--- config.mk ---
export PLATFORM = sky130hd
export DESIGN_NAME = hba_arbiter_rr_flat
export DESIGN_NICKNAME = d
export VERILOG_FILES = /design/src/rtl/hba_pkg.sv /design/src/rtl/hba_arbiter_rr_if.sv /design/src/rtl/hba_rr_pick.sv /design/src/rtl/hba_arbiter_rr.sv /design/src/flat_wrapper.sv
export SDC_FILE = /design/constraint.sdc
export NUM_CORES = 1
export LEC_CHECK = 0
export ABC_AREA = 0
export ABC_CLOCK_PERIOD_IN_PS = 3250
export CAP_MARGIN = 10
export CORE_MARGIN = 2
export CORE_UTILIZATION = 52
export CTS_CLUSTER_DIAMETER = 40
export DETAILED_ROUTE_END_ITERATION = 6
export GPL_ROUTABILITY_DRIVEN = 0
export PLACE_DENSITY = 0.82
export RECOVER_POWER = 50
export SLEW_MARGIN = 20
export SYNTH_ARGS = -nofsm -noshare
export SYNTH_HDL_FRONTEND = slang
export SYNTH_SLANG_ARGS = --single-unit
--- constraint.sdc ---
create_clock -name hba_clk -period 3.25 [get_ports hba_clk]
set_input_delay 0.65 -clock hba_clk [delete_from_list [all_inputs] [get_ports hba_clk]]
set_output_delay 0.65 -clock hba_clk [all_outputs]
set_load 0.005 [all_outputs]
--- src/rtl/hba_pkg.sv ---
// Shared HBA definitions: arbiter FSM state encodings and sizing helpers.
// Other HBA masters and benches import this package.
package hba_pkg;

  localparam logic [1:0] HBA_ST_IDLE     = 2'd0;
  localparam logic [1:0] HBA_ST_GRANT    = 2'd1;
  localparam logic [1:0] HBA_ST_WAIT_SEL = 2'd2;
  localparam logic [1:0] HBA_ST_OWNED    = 2'd3;

  // Width of the select-timeout counter. A timeout of 0 still needs one bit.
  function automatic int hba_cnt_width(input int timeout);
    return (timeout < 1) ? 1 : $clog2(timeout + 1);
  endfunction

endpackage

--- src/rtl/hba_arbiter_rr_if.sv ---
// Request/grant bus between HBA masters and the arbiter.
// master: requesters and bus-select driver; slave: the arbiter.
interface hba_arbiter_rr_if #(
  parameter int NUM_MASTERS = 4
);
  localparam int OWNER_W = $clog2(NUM_MASTERS);

  logic                   hba_select;
  logic [NUM_MASTERS-1:0] hba_mrequest;
  logic [NUM_MASTERS-1:0] hba_mgrant;
  logic [OWNER_W-1:0]     hba_mowner;
  logic                   hba_arb_busy;
  logic                   hba_arb_timeout;

  modport master (
    output hba_select,
    output hba_mrequest,
    input  hba_mgrant,
    input  hba_mowner,
    input  hba_arb_busy,
    input  hba_arb_timeout
  );

  modport slave (
    input  hba_select,
    input  hba_mrequest,
    output hba_mgrant,
    output hba_mowner,
    output hba_arb_busy,
    output hba_arb_timeout
  );

endinterface

--- src/rtl/hba_rr_pick.sv ---
// Combinational winner search: rotating priority starting after ptr,
// or fixed priority (lowest index wins) when rr_mode is low.
module hba_rr_pick #(
  parameter  int NUM_MASTERS = 4,
  localparam int IDX_W       = $clog2(NUM_MASTERS)
) (
  input  logic [NUM_MASTERS-1:0] req,
  input  logic [IDX_W-1:0]       ptr,
  input  logic                   rr_mode,
  output logic [IDX_W-1:0]       winner,
  output logic                   any_valid
);

  // NOTE: every variable written here gets a default first so no latch is inferred.
  always_comb begin
    int idx;
    winner    = '0;
    any_valid = 1'b0;
    idx       = 0;
    // Candidates are visited in priority order; the first hit wins. In
    // rotating mode the pointer itself is visited last.
    for (int i = 0; i < NUM_MASTERS; i++) begin
      if (rr_mode) begin
        idx = (int'(ptr) + 1 + i) % NUM_MASTERS;
      end else begin
        idx = i;
      end
      if (!any_valid && req[IDX_W'(idx)]) begin
        any_valid = 1'b1;
        winner    = IDX_W'(idx);
      end
    end
  end

endmodule

--- src/rtl/hba_arbiter_rr.sv ---
// HBA bus arbiter: grants one master per arbitration round with a one-cycle
// registered pulse, then tracks bus ownership via hba_select.
module hba_arbiter_rr
  import hba_pkg::*;
#(
  parameter int NUM_MASTERS    = 4,
  parameter int ROUND_ROBIN    = 1,
  parameter int SELECT_TIMEOUT = 15
) (
  input logic             hba_clk,
  input logic             hba_reset_n,
  hba_arbiter_rr_if.slave bus
);

  localparam int IDX_W = $clog2(NUM_MASTERS);
  localparam int CNT_W = hba_cnt_width(SELECT_TIMEOUT);
  localparam logic [CNT_W-1:0] CNT_LAST =
    CNT_W'((SELECT_TIMEOUT > 0) ? SELECT_TIMEOUT - 1 : 0);
  localparam logic [CNT_W-1:0] CNT_MAX = '1;

  logic [1:0]             state_q,   state_d;
  logic [NUM_MASTERS-1:0] grant_q,   grant_d;
  logic [IDX_W-1:0]       owner_q,   owner_d;
  logic [IDX_W-1:0]       ptr_q,     ptr_d;
  logic [CNT_W-1:0]       cnt_q,     cnt_d;
  logic                   timeout_q, timeout_d;

  logic [IDX_W-1:0]       pick_idx;
  logic                   pick_valid;

  hba_rr_pick #(
    .NUM_MASTERS (NUM_MASTERS)
  ) u_pick (
    .req       (bus.hba_mrequest),
    .ptr       (ptr_q),
    .rr_mode   (ROUND_ROBIN != 0),
    .winner    (pick_idx),
    .any_valid (pick_valid)
  );

  always_comb begin
    state_d   = state_q;
    grant_d   = '0;
    owner_d   = owner_q;
    ptr_d     = ptr_q;
    cnt_d     = cnt_q;
    timeout_d = 1'b0;

    case (state_q)
      HBA_ST_IDLE: begin
        // An externally owned bus (select high) is never granted over.
        if (!bus.hba_select && pick_valid) begin
          grant_d[pick_idx] = 1'b1;
          owner_d           = pick_idx;
          ptr_d             = pick_idx;
          cnt_d             = '0;
          state_d           = HBA_ST_GRANT;
        end
      end

      HBA_ST_GRANT: begin
        state_d = bus.hba_select ? HBA_ST_OWNED : HBA_ST_WAIT_SEL;
      end

      HBA_ST_WAIT_SEL: begin
        if (bus.hba_select) begin
          state_d = HBA_ST_OWNED;
        end else begin
          if (cnt_q != CNT_MAX) begin
            cnt_d = cnt_q + CNT_W'(1);
          end
          // The pointer already moved on grant, so a dead master loses its turn.
          if (SELECT_TIMEOUT != 0 && cnt_q == CNT_LAST) begin
            state_d   = HBA_ST_IDLE;
            timeout_d = 1'b1;
          end
        end
      end

      HBA_ST_OWNED: begin
        if (!bus.hba_select) begin
          state_d = HBA_ST_IDLE;
        end
      end

      default: state_d = HBA_ST_IDLE;
    endcase
  end

  // NOTE: all state uses non-blocking assignments so every register samples
  // the same pre-edge values.
  always_ff @(posedge hba_clk or negedge hba_reset_n) begin
    if (!hba_reset_n) begin
      state_q   <= HBA_ST_IDLE;
      grant_q   <= '0;
      owner_q   <= '0;
      ptr_q     <= IDX_W'(NUM_MASTERS - 1);
      cnt_q     <= '0;
      timeout_q <= 1'b0;
    end else begin
      state_q   <= state_d;
      grant_q   <= grant_d;
      owner_q   <= owner_d;
      ptr_q     <= ptr_d;
      cnt_q     <= cnt_d;
      timeout_q <= timeout_d;
    end
  end

  assign bus.hba_mgrant      = grant_q;
  assign bus.hba_mowner      = owner_q;
  assign bus.hba_arb_busy    = (state_q != HBA_ST_IDLE);
  assign bus.hba_arb_timeout = timeout_q;

endmodule

--- src/flat_wrapper.sv ---
// flat-port wrapper written by rule: the top's interface ports become plain ports
module hba_arbiter_rr_flat import hba_pkg::*;
#(
  parameter int NUM_MASTERS    = 4,
  parameter int ROUND_ROBIN    = 1,
  parameter int SELECT_TIMEOUT = 15
)
  (hba_clk, hba_reset_n, bus_hba_select, bus_hba_mrequest, bus_hba_mgrant, bus_hba_mowner, bus_hba_arb_busy, bus_hba_arb_timeout);
  hba_arbiter_rr_if #(.NUM_MASTERS(NUM_MASTERS)) bus_i ();
  input logic hba_clk;
  input logic hba_reset_n;
  input wire logic [$bits(bus_i.hba_select)-1:0] bus_hba_select;
  input wire logic [$bits(bus_i.hba_mrequest)-1:0] bus_hba_mrequest;
  output wire logic [$bits(bus_i.hba_mgrant)-1:0] bus_hba_mgrant;
  output wire logic [$bits(bus_i.hba_mowner)-1:0] bus_hba_mowner;
  output wire logic [$bits(bus_i.hba_arb_busy)-1:0] bus_hba_arb_busy;
  output wire logic [$bits(bus_i.hba_arb_timeout)-1:0] bus_hba_arb_timeout;
  assign bus_i.hba_select = bus_hba_select;
  assign bus_i.hba_mrequest = bus_hba_mrequest;
  assign bus_hba_mgrant = bus_i.hba_mgrant;
  assign bus_hba_mowner = bus_i.hba_mowner;
  assign bus_hba_arb_busy = bus_i.hba_arb_busy;
  assign bus_hba_arb_timeout = bus_i.hba_arb_timeout;
  hba_arbiter_rr #(.NUM_MASTERS(NUM_MASTERS), .ROUND_ROBIN(ROUND_ROBIN), .SELECT_TIMEOUT(SELECT_TIMEOUT)) u_core (.hba_clk(hba_clk), .hba_reset_n(hba_reset_n), .bus(bus_i));
endmodule
# Word-level counts from Yosys, hierarchy flattened
# Index checks and enable logic that the tools add are counted.
# totals
regBits	15
latchBits	0
ramBits	0
mem_bits_ro	0
input_bits	7
memories	0
# classes
add_sub_neg	5
mul	0
div_mod_pow	0
n_lt_le_gt_ge	6
n_eq_ne	10
shifts	0
muxes	37
n_bitwise	0
n_reduce_logical	15
# op_table
cell	n
4-bit two-way mux	5
1-bit two-way mux	17
2-bit by 4-bit < comparator with 1-bit output (second input constant)	4
2-bit two-way mux	8
1-bit binary-select mux with 2-bit select	4
2-bit one-hot mux with 4 select lines	1
4-bit one-hot mux with 2 select lines	1
2-bit adder (second input constant)	3
1-bit logical AND	5
4-bit by 1-bit adder with 4-bit output (second input constant)	1
2-bit == test (second input constant)	2
4-bit == test (second input constant)	1
1-bit logical NOT	4
2-bit by 1-bit != test with 1-bit output (second input constant)	2
2-bit != test (second input constant)	2
4-bit != test (second input constant)	1
4-bit AND reduction	1
2-bit nonzero test	2
2-bit by 3-bit < comparator with 1-bit output (second input constant)	1
3-bit by 2-bit != test with 1-bit output (second input constant)	1
3-bit AND reduction	1
2-bit by 1-bit adder with 2-bit output (second input constant)	1
1-bit demux with 2-bit select	1
2-bit by 1-bit == test with 1-bit output (second input constant)	1
other kinds (3)	3

# Depth between registers and ports, before layout
# logic_depth
depth_word	20
mapped_depth	5
depth_no_buf	5

# Cells and area by module
# A second synthesis with hierarchy kept.
# unflattened
cells_unflattened	99
hier_area_um2	933.4
# modules_own_cells
mod	n_inst	cells_per_inst	area_per_inst_um2	seq_area_each_um2
hba_arbiter_rr	1	64	701.9	377.9
hba_rr_pick	1	35	231.5	0.0

# Worst setup path before layout
# Ideal clock, no wire load.
# synth_timing
path_kind	input to register
start	input port bus_hba_mrequest[1]
end	register u_core.cnt_q[1]
setup_time_ns	0.128
t_arrival_ns	1.698
setup_slack_ns	1.424
path_stages	3
n_path_buf	0
cell_sequence	or4_4 -> a22oi_2 -> mux2_1
# synth_via
elab_chain_len	16
# synth_lines
element	line_no	text
from (decl)	flat_wrapper.sv:13	input wire logic [$bits(bus_i.hba_mrequest)-1:0] bus_hba_mrequest;
1-bit binary-select mux with 2-bit select	hba_rr_pick.sv:28	if (!any_valid && req[IDX_W'(idx)]) begin
1-bit two-way mux (implied by the code) (2 in a row)	hba_rr_pick.sv:28	
1-bit two-way mux	hba_rr_pick.sv:28	
1-bit logical NOT	hba_rr_pick.sv:28	
1-bit logical AND	hba_rr_pick.sv:28	
1-bit two-way mux	hba_rr_pick.sv:28	
1-bit logical NOT	hba_rr_pick.sv:28	
1-bit logical AND	hba_rr_pick.sv:28	
1-bit two-way mux	hba_rr_pick.sv:28	
1-bit logical NOT	hba_rr_pick.sv:28	
1-bit logical AND	hba_rr_pick.sv:28	
1-bit two-way mux *	hba_rr_pick.sv:28	
1-bit logical AND *	hba_arbiter_rr.sv:52	if (!bus.hba_select && pick_valid) begin
2-bit by 1-bit != test with 1-bit output (no source line) *	-	
4-bit AND reduction (no source line) *	-	
to (signal assigned)	hba_arbiter_rr.sv:105	cnt_q <= cnt_d;
to (decl)	hba_arbiter_rr.sv:25	logic [CNT_W-1:0] cnt_q, cnt_d;
# Every way passes the cells marked *; elsewhere a longest branch is shown, timed or not. The select of a mux whose other input is x is not followed.
# A chain may end at the register's enable or synchronous reset.

# Worst setup path in the final report
# layout_timing
start	register u_core.state_q[0]
end	output port bus_hba_arb_busy
# layout_via
elab_chain_len	1
# layout_lines
element	line_no	text
from (decl)	hba_arbiter_rr.sv:21	logic [1:0] state_q, state_d;
from (signal assigned)	hba_arbiter_rr.sv:101	state_q <= state_d;
2-bit nonzero test	hba_arbiter_rr.sv:112	assign bus.hba_arb_busy = (state_q != HBA_ST_IDLE);
to (decl)	flat_wrapper.sv:16	output wire logic [$bits(bus_i.hba_arb_busy)-1:0] bus_hba_arb_busy;
# No other way between the ends.

==> qor.yml <==
synth_edf_count: 0
clock_power_share_pct: 17.3
fin_crit_sh_pct: 66.0
start_util_pct: 56.5
slew_headroom_pct: 53.4
drtPass1Iterations: 4
port_buffers: 14
cts_resized: 0
numCtsBuffers: 3
dieArea_um2: 1770
hold_violations: 0
critical_path_arrival_ns: 1.49
startpoint_type: "flop"
power.density_nw_per_um2: 663
wl_met3_um: 102
ioPinCount: 15
total_power_mw: 0.628
tns_ns: 0
highest_layer: "met4"
yosys.area_share.simple_pct: 19.8
wl_met1_um: 756
final_antenna_net_count: 0
die_x_um: 42.1
muxShareOfSynthArea_pct: 5.48
ir_drop_uv: 394
synthFlopType: "dfrtp_1"
p_comb_share_pct: 34.8
post_synth.cell_area_avg_um2: 11.1
core_area_um2: 1330
seq_power_share_pct: 48.0
synth-compound-area-share_pct: 20.3
swShare_pct: 35.2
hold_class: "flop to flop"
std_cell_rows: 13
area_growth_pct: 25.7
async_flop_share_pct: 100
p_leak_nw: 0.427
ys_ff_latch: 15
wl_per_cell_um: 16.7
finalMaxSlewViolations: 0
synth_top_family_by_area: "compound AO/OA/AOI/OAI gates"
grt.total_usage_pct: 21.4
antenna_found_initial: 0
setup_viol: 0
drv_cap: 0
overflow: 0
netlist_instances: 68
fp.dieH_um: 42.1
fin_area_um2: 947
htreeDepth: 1
wl_met2_um: 832
power.internal_mw: 0.406
drcViolationCount: 0
synth_xor_area_share_pct: 0
grt_max_degree: 16
instances_no_fill: 102
placed_area_um2: 920
period_needed_ns: 2.14
diodes: 0
syn-cell-area_um2: 753
crit_fanout: 6
drt_iter0_markers: 12
worstPathRequired_ns: 2.60
root_buffer: "clkbuf_4"
drive_above_1_share_pct: 13.8
clk_latency_ns: 0.28
clkSinkCount: 15
via_per_inst: 6.49
dp_hpwl_mm: 1.33
syn-num-nets: 77
cts_buffer_depth: 2
num_vias: 662
fillers: 95
synth_cell_types: 31
clock_skew_ns: 0.000762
rsz0062_at_grt: "no"
worstMarginPinSlew_ns: 0.698
yosysSeqAreaShare_pct: 50.2
grt_pass1_wl_mm: 2.89
cts_tree: "built"
post-place-cells: 98
status: "finished clean"
criticalPathCategory: "flop to output port"
totalWireLength_mm: 1.71
postCtsSetupBuffers: 0
p_sw_mw: 0.221
final_nets: 97
cp-end-kind: "output port"
yosysWarnings: 0
first_global_vias: 630
synthAdderAreaFrac_pct: 3.32
cts_hold_buf: 0
clk_pin_slew_ns: 0.09
max_freq_mhz: 466
==> cells in the mapped netlist, drive strengths merged (3+ instances only) <==
| master | instances | share of area [%] |
|---|---|---|
| a21oi | 3 | 2.0 |
| a31oi | 3 | 2.5 |
| and4 | 3 | 3.5 |
| dfrtp | 13 | 43 |
| mux2i | 3 | 4.0 |
| nand3 | 4 | 2.7 |
| o21ai | 6 | 4.0 |
==> metrics by stage <==
stage | hold slack [ns] | utilization [%] | setup slack, ns
2_1_floorplan | 0.354 | - | 1.42
3_3_place_gp | 0.500 | 68.9 | 0.912
3_5_place_dp | 0.527 | 68.9 | 0.866
4_1_cts | 0.538 | 71.0 | 1.10
5_1_grt | 0.565 | 71.0 | 1.03
6_report | 0.554 | 71.0 | 1.11
==> cell usage in the layout (no fill, tap or decap), types with 2 or more instances in the layout <==
master	count
a211oi_1	2
clkbuf_4	3
and4_1	3
nand3_1	4
dlygate4sd3_1	4
clkdlybuf4s50_1	10
dfstp_2	2
or2_2	2
a21oi_1	3
ha_1	2
nor3b_1	2
o32a_1	2
nor2_1	2
a31oi_1	3
mux2i_1	3
dfrtp_1	13
o21ai_0	6
nor2b_1	2
inv_1	2
==> cell type report <==
class	count	area (um^2)	share of cell area [%]
clock buffers	3	22.5	2.38
clock inverters	1	5.00	0.528
inverters	2	7.51	0.793
multi-input cells	51	368	38.8
flip-flops and latches	15	378	39.9
well taps	15	18.8	1.98
repair buffers	15	148	15.6
==> logic make-up (layout without fill, tap and decap cells) <==
kind of cell               after synthesis  after routing
and+or+nand+nor                         23             23
DFF                                     15             15
buffers and inverters                    2             21
adders and majority gates                2              2
AOI/OAI and AO/OA                       22             22
muxes                                    4              4
==> final timing paths <==
| check | cells after the start | endpoint | startpoint | slack (ns) |
|---|---|---|---|---|
| max in group asynchronous | 1 | u_core.cnt_q[1] | hba_reset_n | 1.99 |
| worst max register to register | 3 | u_core.cnt_q[1] | u_core.state_q[0] | 1.61 |
| worst min-delay path | 1 | u_core.cnt_q[3] | u_core.cnt_q[3] | 0.55 |
| worst max-delay path | 2 | bus_hba_arb_busy | u_core.state_q[0] | 1.11 |
| worst min register to register | 1 | u_core.cnt_q[3] | u_core.cnt_q[3] | 0.55 |
| min in group asynchronous | 1 | u_core.state_q[1] | hba_reset_n | 0.83 |
==> power groups by stage <==
stage | clock, mW | combinational, mW | sequential (mW)
5_1_grt | 0.119 | 0.242 | 0.308
4_1_cts | 0.110 | 0.218 | 0.299
3_3_place_gp | 0 | 0.205 | 0.299
3_5_place_dp | 0 | 0.217 | 0.303
6_report | 0.108 | 0.218 | 0.301
2_1_floorplan | 0 | 0.132 | 0.288
==> worst max-delay path: stages, from the launching register on <==
cell and delay, ns:
dfrtp_1 0.45, or2_2 0.32, clkdlybuf4s50_1 0.45
==> routing by layer <==
layer / up-vias / global-route usage (%)
met2: 34 / 37.2
met5: - / 0
met1: 320 / 26.6
met3: 3 / 6.47
li1: 305 / -
met4: 0 / 3.75
==> sequential cells by signal, indices dropped and copies added (netlist names) <==
signal,count
u_core.bus.hba_arb_timeout,1
u_core.bus.hba_mgrant,4
u_core.bus.hba_mowner,2
u_core.cnt_q,4
u_core.ptr_q,2
u_core.state_q,2
Power figures use the tool's default switching activity.
